**src/rtl/md_unit.sv**
```systemverilog
// md_unit: iterative multiply/divide unit for the EX stage.
// It runs MULT/MULTU/DIV/DIVU one bit per cycle and writes the HI/LO registers.
// A single 64-bit register serves both operations:
//   multiply - {partial product, multiplier}, shifted right each step
//   divide   - {remainder, dividend/quotient}, shifted left each step
module md_unit (
    input  logic        clk,
    input  logic        reset,
    input  logic        start,
    input  logic [1:0]  op,
    input  logic [31:0] DataBus_A,
    input  logic [31:0] DataBus_B,
    input  logic        rd_req,
    input  logic        mthi,
    input  logic        mtlo,
    output logic [31:0] HI,
    output logic [31:0] LO,
    output logic        busy,
    output logic        done,
    output logic        md_stall
);

    typedef enum logic [1:0] {S_IDLE, S_RUN, S_FIX} state_t;

    state_t      r_state;
    state_t      w_next;
    logic [1:0]  r_op;
    logic [31:0] r_opnd;      // multiplicand (mult) or divisor (div), as a magnitude
    logic [31:0] r_raw_a;     // raw rs value, returned in HI on divide by zero
    logic        r_sign_a;
    logic        r_sign_b;
    logic [5:0]  r_cnt;
    logic [63:0] r_acc;
    logic [31:0] r_hi;
    logic [31:0] r_lo;
    logic        r_done;

    logic        w_in_signed;
    logic [31:0] w_mag_a;
    logic [31:0] w_mag_b;
    logic [32:0] w_add;
    logic [63:0] w_mul_next;
    logic [33:0] w_trial;
    logic [63:0] w_div_next;
    logic        w_signed;
    logic        w_is_div;
    logic [63:0] w_prod;
    logic [31:0] w_quot;
    logic [31:0] w_rem;

    // Operand magnitudes at issue; MULTU/DIVU take the operands as they are.
    always_comb begin
        w_in_signed = ~op[0];
        w_mag_a     = (w_in_signed && DataBus_A[31]) ? (~DataBus_A + 32'd1) : DataBus_A;
        w_mag_b     = (w_in_signed && DataBus_B[31]) ? (~DataBus_B + 32'd1) : DataBus_B;
    end

    // One iteration step for each operation, plus the sign-corrected results.
    always_comb begin
        w_signed   = ~r_op[0];
        w_is_div   = r_op[1];
        // Shift-add: add the multiplicand into the upper half when the multiplier LSB is set.
        w_add      = {1'b0, r_acc[63:32]} + {1'b0, (r_acc[0] ? r_opnd : 32'd0)};
        w_mul_next = {w_add, r_acc[31:1]};
        // Restoring step: shift in the next dividend bit and try to subtract the divisor.
        w_trial    = {1'b0, r_acc[63:32], r_acc[31]} - {2'b00, r_opnd};
        w_div_next = w_trial[33] ? {r_acc[62:0], 1'b0}
                                 : {w_trial[31:0], r_acc[30:0], 1'b1};
        // 0x8000_0000 / -1 needs no special case: the quotient magnitude 2^31
        // negated is 0x8000_0000 again, and the remainder is 0.
        w_prod     = (w_signed && (r_sign_a ^ r_sign_b)) ? (~r_acc + 64'd1) : r_acc;
        w_quot     = (w_signed && (r_sign_a ^ r_sign_b)) ? (~r_acc[31:0] + 32'd1) : r_acc[31:0];
        w_rem      = (w_signed && r_sign_a) ? (~r_acc[63:32] + 32'd1) : r_acc[63:32];
    end

    // Next-state logic: RUN lasts 32 iterations, and FIX always returns to IDLE.
    always_comb begin
        w_next = r_state;
        case (r_state)
            S_IDLE:  if (start) w_next = S_RUN;
            S_RUN:   if (r_cnt == 6'd31) w_next = S_FIX;
            S_FIX:   w_next = S_IDLE;
            default: w_next = S_IDLE;
        endcase
    end

    // State register. Reset aborts any operation and suppresses its done pulse.
    always_ff @(posedge clk) begin
        if (reset) begin
            r_state <= S_IDLE;
            r_done  <= 1'b0;
        end else begin
            r_state <= w_next;
            r_done  <= (r_state == S_FIX);
        end
    end

    // Datapath: operand latch, iteration, and HI/LO writeback or idle moves.
    always_ff @(posedge clk) begin
        if (reset) begin
            r_op     <= 2'b00;
            r_opnd   <= 32'd0;
            r_raw_a  <= 32'd0;
            r_sign_a <= 1'b0;
            r_sign_b <= 1'b0;
            r_cnt    <= 6'd0;
            r_acc    <= 64'd0;
            r_hi     <= 32'd0;
            r_lo     <= 32'd0;
        end else begin
            case (r_state)
                S_IDLE: begin
                    if (start) begin
                        r_op     <= op;
                        r_raw_a  <= DataBus_A;
                        r_sign_a <= w_in_signed & DataBus_A[31];
                        r_sign_b <= w_in_signed & DataBus_B[31];
                        r_cnt    <= 6'd0;
                        r_opnd   <= op[1] ? w_mag_b : w_mag_a;
                        r_acc    <= {32'd0, (op[1] ? w_mag_a : w_mag_b)};
                    end else begin
                        if (mthi) r_hi <= DataBus_A;
                        if (mtlo) r_lo <= DataBus_A;
                    end
                end
                S_RUN: begin
                    r_acc <= w_is_div ? w_div_next : w_mul_next;
                    r_cnt <= r_cnt + 6'd1;
                end
                S_FIX: begin
                    if (!w_is_div) begin
                        r_hi <= w_prod[63:32];
                        r_lo <= w_prod[31:0];
                    end else if (r_opnd == 32'd0) begin
                        r_hi <= r_raw_a;
                        r_lo <= 32'hFFFF_FFFF;
                    end else begin
                        r_hi <= w_rem;
                        r_lo <= w_quot;
                    end
                end
                default: ;
            endcase
        end
    end

    assign HI       = r_hi;
    assign LO       = r_lo;
    assign busy     = (r_state != S_IDLE);
    assign done     = r_done;
    assign md_stall = busy & (start | rd_req | mthi | mtlo);

endmodule

```
**config.mk**
```make
export PLATFORM = sky130hd
export DESIGN_NAME = md_unit
export DESIGN_NICKNAME = d
export VERILOG_FILES = /design/src/rtl/md_unit.sv
export SDC_FILE = /design/constraint.sdc
export NUM_CORES = 1
export LEC_CHECK = 0
export BUFFER_PORTS_ARGS = -buffer_cell sky130_fd_sc_hd__buf_2
export CORE_ASPECT_RATIO = 1.5
export CORE_MARGIN = 5
export CORE_UTILIZATION = 65
export DETAILED_ROUTE_END_ITERATION = 12
export PLACE_DENSITY = 0.86
export SYNTH_ARGS = -nofsm -noshare
export SYNTH_HDL_FRONTEND = slang
export SYNTH_SLANG_ARGS = --single-unit
```
**constraint.sdc**
```tcl
create_clock -name clk -period 5.45 [get_ports clk]
set_clock_uncertainty 0.15 [all_clocks]
set_input_delay 0 -clock clk [delete_from_list [all_inputs] [get_ports clk]]
set_output_delay 0 -clock clk [all_outputs]
set_load 0.01 [all_outputs]
```
==> results.toml <==
[setup_path]
critPathMaxStageDelay_ps = 680
r2r_start = "r_acc[32]"
ff2ff_path_depth = 11
critPathRequiredTime_ps = 5680
cp-end-kind = "flip-flop"
crit_start = "r_acc[32]"
crit_type = "reg -> reg"
critPathLaunchType = "flip-flop"
path_max_fanout = 21
crit_slowest_cell = "dfxtp_1"
cp_data_arrival_time_ps = 4480
path_cells = "ha_1 -> nor2b_1 -> o2111a_1 -> o211a_1 -> o211ai_1 -> a21o_1 -> a211o_1 -> nand3_2 -> buf_4 -> mux2i_1 -> o21ai_0"
ff2ff_setup_slack_ps = 1200
worstReg2RegEnd = "r_acc[40]"

[layout]
num_antenna_cells = 0
post-route-util_pct = 74.2
postLayoutCellArea_um2 = 19000
final_cell_mix = "a21oi_1 (270), nand2_1 (249), nor2_1 (247)"
syn2layout_area_growth_pct = 13.6
final_cells = 2732
final_nets = 2528
drive_gt1_share_pct = 10.3
final_common_cell = "a21oi_1"

[synth]
ys_seq_area_share_pct = 24.6
ys_warn_count = 0
synthCells = 2292
ys_ff_latch = 205
syn_area_um2 = 16700
ys.flop_type = "dfxtp_1"
synth.distinct_cells = 84
avgSynthCellArea_um2 = 7.29
synth_edf_count = 0
syn_nets = 2435
synthArstFlopShare_pct = 0

[global_route]
grt_pass1_vias = 18600
grt.overflow.total = 0
antenna_found_initial = 0
grt_pass1_wl_um = 103000
grt_max_degree = 102
track_usage_pct = 44.5

[clocking]
numCtsBuffers = 22
cts_root_buf = "clkbuf_16"
cts_setup_buffers = 0
clkTransAtPathRegs_ps = 60
htreeDepth = 1
cts.repair.resized = 0
cts.sinks = 205
cts_tree = "done"
max-clock-path-buffers = 3
worstSkewPairLatency_ps = 540

[placement]
placed_cell_area_um2 = 17300
place.gp.congestion = 1.04
port_buffers = 138
dp.cells = 2602
dp_hpwl_um = 47600

[run]
maxCapViolCount = 0

[power_and_ir_drop]
p_per_area_nw_per_um2 = 243
leakagePower_nw = 7.78
ir_worst_vdd_mv = 0.261

[timing]
worst_pin_slew_ps = 1200
setup_viol = 0
period_needed_ps = 4250
hold_viol = 0
max_slew_margin_pct = 20.0
fin_crit_sh_pct = 78.1
slew_violations = 0
rsz0062_at_grt = "false"
setup_tns_ps = 0
max_freq_ghz = 0.235

[routing]
vias_per_cell = 7.02
dr.pass1.iters = 10
drt_iter0_drc = 2522
route.vias.total = 19200
wirelength_um = 67100
drc = 0
antenna_left = 0
wl_per_cell_um = 24.6

[die]
initial_core_util_pct = 65.3
rows = 72
die_x_um = 141
ios = 139
die_area_um2 = 29100
die_h_um = 206
coreArea_um2 = 25600

[min_path]
hold_depth = 5
holdPathEnd = "r_opnd[5]"
hp-class = "in -> reg"
hp-start = "DataBus_B[1]"

[run_status]
outcome = "finished, final reports clean"
## sequential cells by signal, summed over array words and instances (netlist names)
name	count
r_opnd	32
r_op	2
r_cnt	6
r_acc	64
r_sign_a	1
r_raw_a	32
r_state	2
done	1
LO	32
r_sign_b	1
HI	32
## what timing repair did
action | CTS | global route
setup endpoints to repair | 0 | 0
hold endpoints to repair | 162 | 0
hold buffers | 92 | 0
## final cells by class
type                    instances  area (um^2)
clock inverters                 8         82.6
flip-flops and latches        205         4110
repair buffers                257         1820
inverters                      72          270
well taps                     333          417
multi-input cells            1827        11600
fillers                      1981         6600
clock buffers                  30          642
## worst max-delay path by stage
stage,slack [ps],end,cells past startpoint
6_report,1200,r_acc[40],11
5_1_grt,1040,r_acc[34],11
4_1_cts,1280,r_acc[37],11
3_5_place_dp,1290,r_acc[37],11
3_3_place_gp,1380,r_acc[39],11
2_1_floorplan,2200,r_acc[63],13
## where the power goes
part | leakage [nW] | internal (mW) | total [mW] | switching [mW]
Combinational | 5.75 | 0.490 | 1.34 | 0.848
Sequential | 1.68 | 1.59 | 1.72 | 0.133
Clock | 0.356 | 0.877 | 1.56 | 0.680
Total | 7.78 | 2.96 | 4.62 | 1.66
## critical path, delay by kind of cell, from the launching register on
family,cells,cell delay (ps)
AO/OA/AOI/OAI,6,1550
AND/OR/NAND/NOR,2,710
flip-flops,1,680
buffers and inverters,1,460
adder cells (fa/ha/maj),1,350
multiplexers,1,170
## kinds of logic after synthesis
group,share of synthesized area [%]
AND/OR/NAND/NOR,20.9
XOR/XNOR,9.06
adder cells (fa/ha/maj),5.40
buffers and inverters,6.05
AO/OA/AOI/OAI,30.4
multiplexers,3.68
flip-flops,24.6
## per-stage QoR
stage	hold WS (ps)	total power [mW]	setup slack, ps
after global placement	148	2.95	1380
final	22.2	4.62	1200
after floorplan	-14.0	2.56	2200
after detailed placement	158	2.96	1290
after global routing	53.7	4.76	1040
after CTS	5.11	4.55	1280
## cell usage after synthesis (58+ instances only)
cell type | count | area share [%]
a211oi_1 | 98 | 4.4
a21oi_1 | 270 | 8.1
clkbuf_1 | 164 | 3.7
dfxtp_1 | 205 | 25
ha_1 | 69 | 5.2
inv_1 | 72 | 1.6
mux2i_1 | 58 | 3.5
nand2_1 | 250 | 5.6
nor2_1 | 249 | 5.6
o21ai_0 | 113 | 3.4
xnor2_1 | 99 | 5.2
xor2_1 | 74 | 3.9
## per-layer routing
metal / track usage (%) / share of wire [%]
met5: 0 / 0
met4: 38.7 / 11
met3: 7.78 / 10
met2: 73.1 / 45
met1: 49.4 / 34
Power figures use the tool's default switching activity.
